--- config.mk ---
export PLATFORM = sky130hd
export DESIGN_NAME = spi_slave_sync
export DESIGN_NICKNAME = d
export VERILOG_FILES = /design/src/rtl/spi_pkg.sv /design/src/rtl/spi_sync.sv /design/src/rtl/spi_slave_sync.sv
export SDC_FILE = /design/constraint.sdc
export NUM_CORES = 1
export LEC_CHECK = 0
export CELL_PAD_IN_SITES_DETAIL_PLACEMENT = 1
export CELL_PAD_IN_SITES_GLOBAL_PLACEMENT = 2
export CORE_ASPECT_RATIO = 1.2
export CORE_UTILIZATION = 35
export CTS_BUF_LIST = sky130_fd_sc_hd__clkbuf_2 sky130_fd_sc_hd__clkbuf_4 sky130_fd_sc_hd__clkbuf_8
export CTS_CLUSTER_DIAMETER = 120
export DETAILED_ROUTE_END_ITERATION = 16
export PLACE_DENSITY_LB_ADDON = 0.1
export RECOVER_POWER = 100
export SLEW_MARGIN = 0
export SYNTH_ARGS = -nofsm -noshare
export SYNTH_HDL_FRONTEND = slang
export SYNTH_SLANG_ARGS = --single-unit
export TNS_END_PERCENT = 5
--- constraint.sdc ---
create_clock -name clk -period 1.9 [get_ports clk]
set_clock_uncertainty 0.15 [all_clocks]
set_input_delay 0.475 -clock clk [delete_from_list [all_inputs] [get_ports clk]]
set_output_delay 0.475 -clock clk [all_outputs]
set_load 0.01 [all_outputs]
--- src/rtl/spi_pkg.sv ---
// Shared definitions for the oversampled SPI slave: mode encodings, FSM states
// and the head-bit selector used for MISO presentation.
package spi_pkg;

    localparam logic [1:0] SPI_MODE0 = 2'b00;
    localparam logic [1:0] SPI_MODE1 = 2'b01;
    localparam logic [1:0] SPI_MODE2 = 2'b10;
    localparam logic [1:0] SPI_MODE3 = 2'b11;

    localparam int MAX_WIDTH = 64;

    typedef enum logic {
        ST_IDLE  = 1'b0,
        ST_SHIFT = 1'b1
    } state_t;

    function automatic logic head_bit(input logic [MAX_WIDTH-1:0] word, input int width,
                                      input bit msb_first);
        return msb_first ? word[width-1] : word[0];
    endfunction

endpackage

--- src/rtl/spi_sync.sv ---
// Multi-flop synchroniser for one asynchronous pin, with a selectable reset value.
module spi_sync #(
    parameter int   STAGES    = 2,
    parameter logic RESET_VAL = 1'b0
) (
    input  logic clk,
    input  logic rst,
    input  logic d,
    output logic q
);
    logic [STAGES-1:0] chain_reg;

    always_ff @(posedge clk) begin
        if (rst) begin
            chain_reg <= {STAGES{RESET_VAL}};
        end else begin
            chain_reg <= {chain_reg[STAGES-2:0], d};
        end
    end

    assign q = chain_reg[STAGES-1];

endmodule

--- src/rtl/spi_slave_sync.sv ---
// SPI slave running entirely in the clk domain: pins are oversampled, received words
// leave as single-cycle strobes, TX words enter through a one-entry holding buffer.
module spi_slave_sync
    import spi_pkg::*;
#(
    parameter int WIDTH       = 8,
    parameter int CPOL        = 0,
    parameter int CPHA        = 0,
    parameter int MSB_FIRST   = 1,
    parameter int SYNC_STAGES = 2
) (
    input  logic             clk,
    input  logic             rst,
    input  logic             spi_sclk,
    input  logic             spi_cs_n,
    input  logic             spi_mosi,
    output logic             spi_miso,
    output logic             spi_miso_oe,
    output logic [WIDTH-1:0] rx_data,
    output logic             rx_valid,
    input  logic [WIDTH-1:0] tx_data,
    input  logic             tx_valid,
    output logic             tx_ready,
    output logic             tx_underrun,
    output logic             frame_active
);
    localparam logic [1:0] MODE           = 2'((CPOL & 1) * 2 + (CPHA & 1));
    localparam bit         SAMPLE_ON_RISE = (MODE == SPI_MODE0) || (MODE == SPI_MODE3);
    localparam logic       SCLK_IDLE      = 1'(CPOL & 1);
    localparam int         CNT_W          = $clog2(WIDTH);
    localparam int         FLUSH_W        = $clog2(SYNC_STAGES + 1);
    localparam logic [2:0] SYNC_RESET     = {1'b0, 1'b1, SCLK_IDLE};

    logic [2:0] pin_raw;
    logic [2:0] pin_sync;
    logic       sclk_s, cs_n_s, mosi_s;

    assign pin_raw = {spi_mosi, spi_cs_n, spi_sclk};

    genvar gi;
    generate
        for (gi = 0; gi < 3; gi++) begin : g_sync
            spi_sync #(.STAGES(SYNC_STAGES), .RESET_VAL(SYNC_RESET[gi])) u_sync (
                .clk (clk),
                .rst (rst),
                .d   (pin_raw[gi]),
                .q   (pin_sync[gi])
            );
        end
    endgenerate

    assign sclk_s = pin_sync[0];
    assign cs_n_s = pin_sync[1];
    assign mosi_s = pin_sync[2];

    state_t               state_reg, state_next;
    logic                 sclk_prev_reg;
    logic [FLUSH_W-1:0]   flush_cnt_reg;
    logic                 armed_reg;
    logic [CNT_W-1:0]     bit_cnt_reg;
    logic [WIDTH-1:0]     rx_sr_reg, tx_sr_reg, rx_data_reg, buf_reg;
    logic                 buf_full_reg, need_load_reg, rx_valid_reg, underrun_reg, miso_reg;

    logic sclk_rise, sclk_fall, sample_ev, shift_ev;
    logic flushed, start, stop, in_shift, do_load, capture;
    logic [WIDTH-1:0] load_word, rx_shifted;

    function automatic logic [WIDTH-1:0] advance(input logic [WIDTH-1:0] v);
        return (MSB_FIRST != 0) ? {v[WIDTH-2:0], 1'b0} : {1'b0, v[WIDTH-1:1]};
    endfunction

    function automatic logic head(input logic [WIDTH-1:0] v);
        return head_bit(MAX_WIDTH'(v), WIDTH, MSB_FIRST != 0);
    endfunction

    assign sclk_rise = sclk_s & ~sclk_prev_reg;
    assign sclk_fall = ~sclk_s & sclk_prev_reg;
    assign sample_ev = SAMPLE_ON_RISE ? sclk_rise : sclk_fall;
    assign shift_ev  = SAMPLE_ON_RISE ? sclk_fall : sclk_rise;

    // A frame may only start once CS_N has been seen high through a flushed synchroniser,
    // so a CS_N held low across reset never looks like a fresh falling edge.
    assign flushed  = (flush_cnt_reg == FLUSH_W'(SYNC_STAGES));
    assign start    = (state_reg == ST_IDLE) && armed_reg && !cs_n_s;
    assign stop     = (state_reg == ST_SHIFT) && cs_n_s;
    assign in_shift = (state_reg == ST_SHIFT) && !cs_n_s;
    assign do_load  = start || (in_shift && shift_ev && need_load_reg);
    assign capture  = tx_valid && !buf_full_reg;

    assign load_word  = buf_full_reg ? buf_reg : '0;
    assign rx_shifted = (MSB_FIRST != 0) ? {rx_sr_reg[WIDTH-2:0], mosi_s}
                                         : {mosi_s, rx_sr_reg[WIDTH-1:1]};

    always_comb begin
        state_next = state_reg;
        case (state_reg)
            ST_IDLE:  if (start) state_next = ST_SHIFT;
            ST_SHIFT: if (stop)  state_next = ST_IDLE;
            default:  state_next = ST_IDLE;
        endcase
    end

    always_ff @(posedge clk) begin
        if (rst) begin
            state_reg     <= ST_IDLE;
            sclk_prev_reg <= SCLK_IDLE;
            flush_cnt_reg <= '0;
            armed_reg     <= 1'b0;
            bit_cnt_reg   <= '0;
            rx_sr_reg     <= '0;
            tx_sr_reg     <= '0;
            rx_data_reg   <= '0;
            buf_reg       <= '0;
            buf_full_reg  <= 1'b0;
            need_load_reg <= 1'b0;
            rx_valid_reg  <= 1'b0;
            underrun_reg  <= 1'b0;
            miso_reg      <= 1'b0;
        end else begin
            state_reg     <= state_next;
            sclk_prev_reg <= sclk_s;
            rx_valid_reg  <= 1'b0;
            underrun_reg  <= do_load && !buf_full_reg;
            buf_full_reg  <= capture || (buf_full_reg && !do_load);
            if (capture) buf_reg <= tx_data;
            if (!flushed) flush_cnt_reg <= flush_cnt_reg + FLUSH_W'(1);

            if (start) armed_reg <= 1'b0;
            else if (state_reg == ST_IDLE && flushed && cs_n_s) armed_reg <= 1'b1;

            if (start) begin
                bit_cnt_reg   <= '0;
                rx_sr_reg     <= '0;
                need_load_reg <= 1'b0;
                tx_sr_reg     <= load_word;
                if (CPHA == 0) miso_reg <= head(load_word);
            end else if (stop) begin
                bit_cnt_reg   <= '0;
                rx_sr_reg     <= '0;
                need_load_reg <= 1'b0;
            end else if (in_shift) begin
                if (shift_ev) begin
                    // CPHA=0 presents the bit after moving; CPHA=1 presents, then moves.
                    if (need_load_reg) begin
                        need_load_reg <= 1'b0;
                        miso_reg      <= head(load_word);
                        tx_sr_reg     <= (CPHA == 0) ? load_word : advance(load_word);
                    end else if (CPHA == 0) begin
                        miso_reg  <= head(advance(tx_sr_reg));
                        tx_sr_reg <= advance(tx_sr_reg);
                    end else begin
                        miso_reg  <= head(tx_sr_reg);
                        tx_sr_reg <= advance(tx_sr_reg);
                    end
                end
                if (sample_ev) begin
                    rx_sr_reg <= rx_shifted;
                    if (bit_cnt_reg == CNT_W'(WIDTH - 1)) begin
                        rx_data_reg   <= rx_shifted;
                        rx_valid_reg  <= 1'b1;
                        bit_cnt_reg   <= '0;
                        need_load_reg <= 1'b1;
                    end else begin
                        bit_cnt_reg <= bit_cnt_reg + CNT_W'(1);
                    end
                end
            end
        end
    end

    assign spi_miso     = miso_reg;
    assign spi_miso_oe  = (state_reg == ST_SHIFT);
    assign frame_active = (state_reg == ST_SHIFT);
    assign rx_data      = rx_data_reg;
    assign rx_valid     = rx_valid_reg;
    assign tx_ready     = !buf_full_reg;
    assign tx_underrun  = underrun_reg;

endmodule
==> metrics <==
postcts setup bufs=0; htree depth=2; DR vias/cell=5.18; startpoint type of the worst setup path=register; final WL=4.37 mm; status=finished, final reports clean; PwrDens=883 nW/µm²; worst path buffer plus inverter count=1; initial antenna violation count=0; Yosys reg bits=49; Die W=70.8 µm; Initial Util=0.370; Syn Nets=229; Core ar.=5370 µm²; Synth Instances=212; total die area=5990 µm²; multi-input logic area=836 µm²; slowest stage delay, CP=0.60 ns; GRT Overall Usage=0.162; Final setup viols=0; minimum clock period after layout=1.84 ns; final hold slack=0.273 ns; GPL Wtd Cong=0.807; Reg clk slew, reported paths=0.09 ns; hold wc startpoint=g_sync[1].u_sync.chain_reg[0]; DRT Pass-1 Iters=3; post-synthesis sequential area ratio=0.493; vias in the first global route=1675; Die Ht=84.6 µm; Clock Tree Buf Depth=2; placed cell count=293; Reg2Reg Capture Point=tx_sr_reg[6]; Crit path max-delay family=buffers and inverters; detailed-route DRC error count=0; pin count of the biggest net entering global routing=29; Critical Path Sink=rx_valid; Sink Count=49; Synth Cell Area=1990 µm²; Max Slew Vio Count=0; Ports=28; max-cap violations=0; IO Port Bufs=27; Levels on crit path=1; Crit-path slowest cell=dlygate4sd3_1; Setup CP Type=reg2out; clock latency on the worst-skew pair=0.30 ns; Register-to-Register Setup Slack=0.22 ns; area grow syn2layout=20.3%; worst-case vdd ir drop=0.000419 V; Leak=0.825 nW; Detailed Route Iter0 Violations=64; most frequent cells in the layout=48 x dfxtp_1, 23 x clkdlybuf4s50_1, 22 x a21oi_1, 20 x nand2_1, 15 x nand3_1; clk root buf=clkbuf_8; DR WL/cell=14.5 µm; Synth Area per Inst=9.38 µm²; worst r2r src=g_sync[1].u_sync.chain_reg[1]; Worst Tran Pin Value=0.585 ns; FF+latch area=985 µm²; Max transition margin=0.610; Post-DRT Antenna Nets=0; first-pass GRT wire length=7.68 mm; YS warnings=0; FP Rows=29; CP arrival=1.21 ns; worst-path cell chain=dlygate4sd3_1; Overflow after GRT=0; Hold Vio Cnt, Final=0; Nets=255; most common cell after layout, fill and taps aside=dfxtp_1; worst hold path class=reg2reg; worst setup path startpoint=rx_valid; FMAX=544 MHz; share of layout cells above drive strength 1=0.113; period utilization=0.968; Crit. End Element=output port; Num CTS Buffers=5; R2R depth=4; RSZ-0062 raised after global routing=false; # diodes=0; post-synth cell types=34; dpl hpwl=3.21 mm; CP max FO=1; Fill cells=621; CTS tree=yes; final cell count without fillers=301; total number of vias=1558; CP Data Required Time=1.27 ns
## Yosys cell counts (all sizes together)
library cell / n / area share
dfxtp: 49 / 0.49
a21oi: 22 / 0.055
nand2: 20 / 0.038
nand3: 15 / 0.038
buf: 14 / 0.047
nor2: 14 / 0.026
nor3: 9 / 0.023
mux2i: 8 / 0.040
o21ai: 8 / 0.020
a311oi: 7 / 0.053
inv: 7 / 0.013
o211ai: 7 / 0.026
clkbuf: 6 / 0.011
nor2b: 6 / 0.019
ha: 3 / 0.019
or2: 3 / 0.0094
nor4bb: 2 / 0.010
a2111oi: 1 / 0.0044
a211oi: 1 / 0.0038
a41oi: 1 / 0.0044
nand3b: 1 / 0.0038
nand4bb: 1 / 0.0057
nor3b: 1 / 0.0094
nor4: 1 / 0.0031
o21a: 1 / 0.0038
o32ai: 1 / 0.0082
or3: 1 / 0.0031
or3b: 1 / 0.0044
xor2: 1 / 0.0044
## through the flow
| stage | cell area, µm² | power [mW] | setup TNS (ns) | utilization | worst slack, ns |
|---|---|---|---|---|---|
| 2_1_floorplan | 1990 | 1.29 | 0 | - | 0.262 |
| 3_3_place_gp | 2330 | 1.35 | 0 | 0.434 | 0.108 |
| 3_5_place_dp | 2330 | 1.37 | -0.0220 | 0.434 | -0.0220 |
| 4_1_cts | 2450 | 2.16 | 0 | 0.457 | 0.0199 |
| 5_1_grt | 2390 | 2.22 | 0 | 0.445 | 0.0312 |
| 6_report | 2390 | 2.11 | 0 | 0.445 | 0.0615 |
## worst min path at each step
stage	to	slack, ns	cells after the start
final	g_sync[1].u_sync.chain_reg[1]	0.27	1
after global routing	g_sync[1].u_sync.chain_reg[1]	0.29	1
after CTS	g_sync[1].u_sync.chain_reg[1]	0.28	1
after detailed placement	g_sync[1].u_sync.chain_reg[1]	0.26	1
after global placement	g_sync[1].u_sync.chain_reg[1]	0.24	1
after floorplan	g_sync[1].u_sync.chain_reg[1]	0.24	1
## final cells by class
class,instances,share of cell area
Tap cell,62,0.0324
Timing Repair Buffer,39,0.145
Clock inverter,1,0.0126
Sequential cell,49,0.412
Inverter,7,0.0110
Clock buffer,7,0.0377
Multi-Input combinational cell,136,0.350
## report_power, final
part	leakage (nW)	switching, mW	internal [mW]	total (mW)
logic	0.364	0.111	0.111	0.223
registers	0.399	0.0335	1.08	1.11
clock network	0.0619	0.334	0.444	0.778
total	0.825	0.478	1.63	2.11
## layer usage
metal / GRT usage / vias to the layer above / share of wire / wire, µm
met5: 0 / - / 0 / 0
met4: 0.0727 / 0 / 0.017 / 75
met3: 0.0324 / 5 / 0.026 / 113
li1: - / 787 / - / -
met1: 0.181 / 744 / 0.44 / 1930
met2: 0.293 / 22 / 0.52 / 2260
## what timing repair did
| action | in CTS | in global routing |
|---|---|---|
| resized for setup | 2 | 4 |
| hold buffers | 0 | 0 |
| endpoints found under the setup margin | 2 | 10 |
| hold endpoints to repair | 0 | 0 |
## cells by family (layout without fill, tap and decap cells)
| logic type | Yosys count | after routing | synth area share |
|---|---|---|---|
| AO/OA/AOI/OAI | 49 | 49 | 0.179 |
| adder cells (fa/ha/maj) | 3 | 3 | 0.0189 |
| flip-flops | 49 | 49 | 0.493 |
| buffers and inverters | 27 | 54 | 0.0711 |
| multiplexers | 8 | 8 | 0.0403 |
| AND/OR/NAND/NOR | 75 | 75 | 0.193 |
| XOR/XNOR | 1 | 1 | 0.00441 |
No activity file was read; power rests on OpenSTA's default activity.
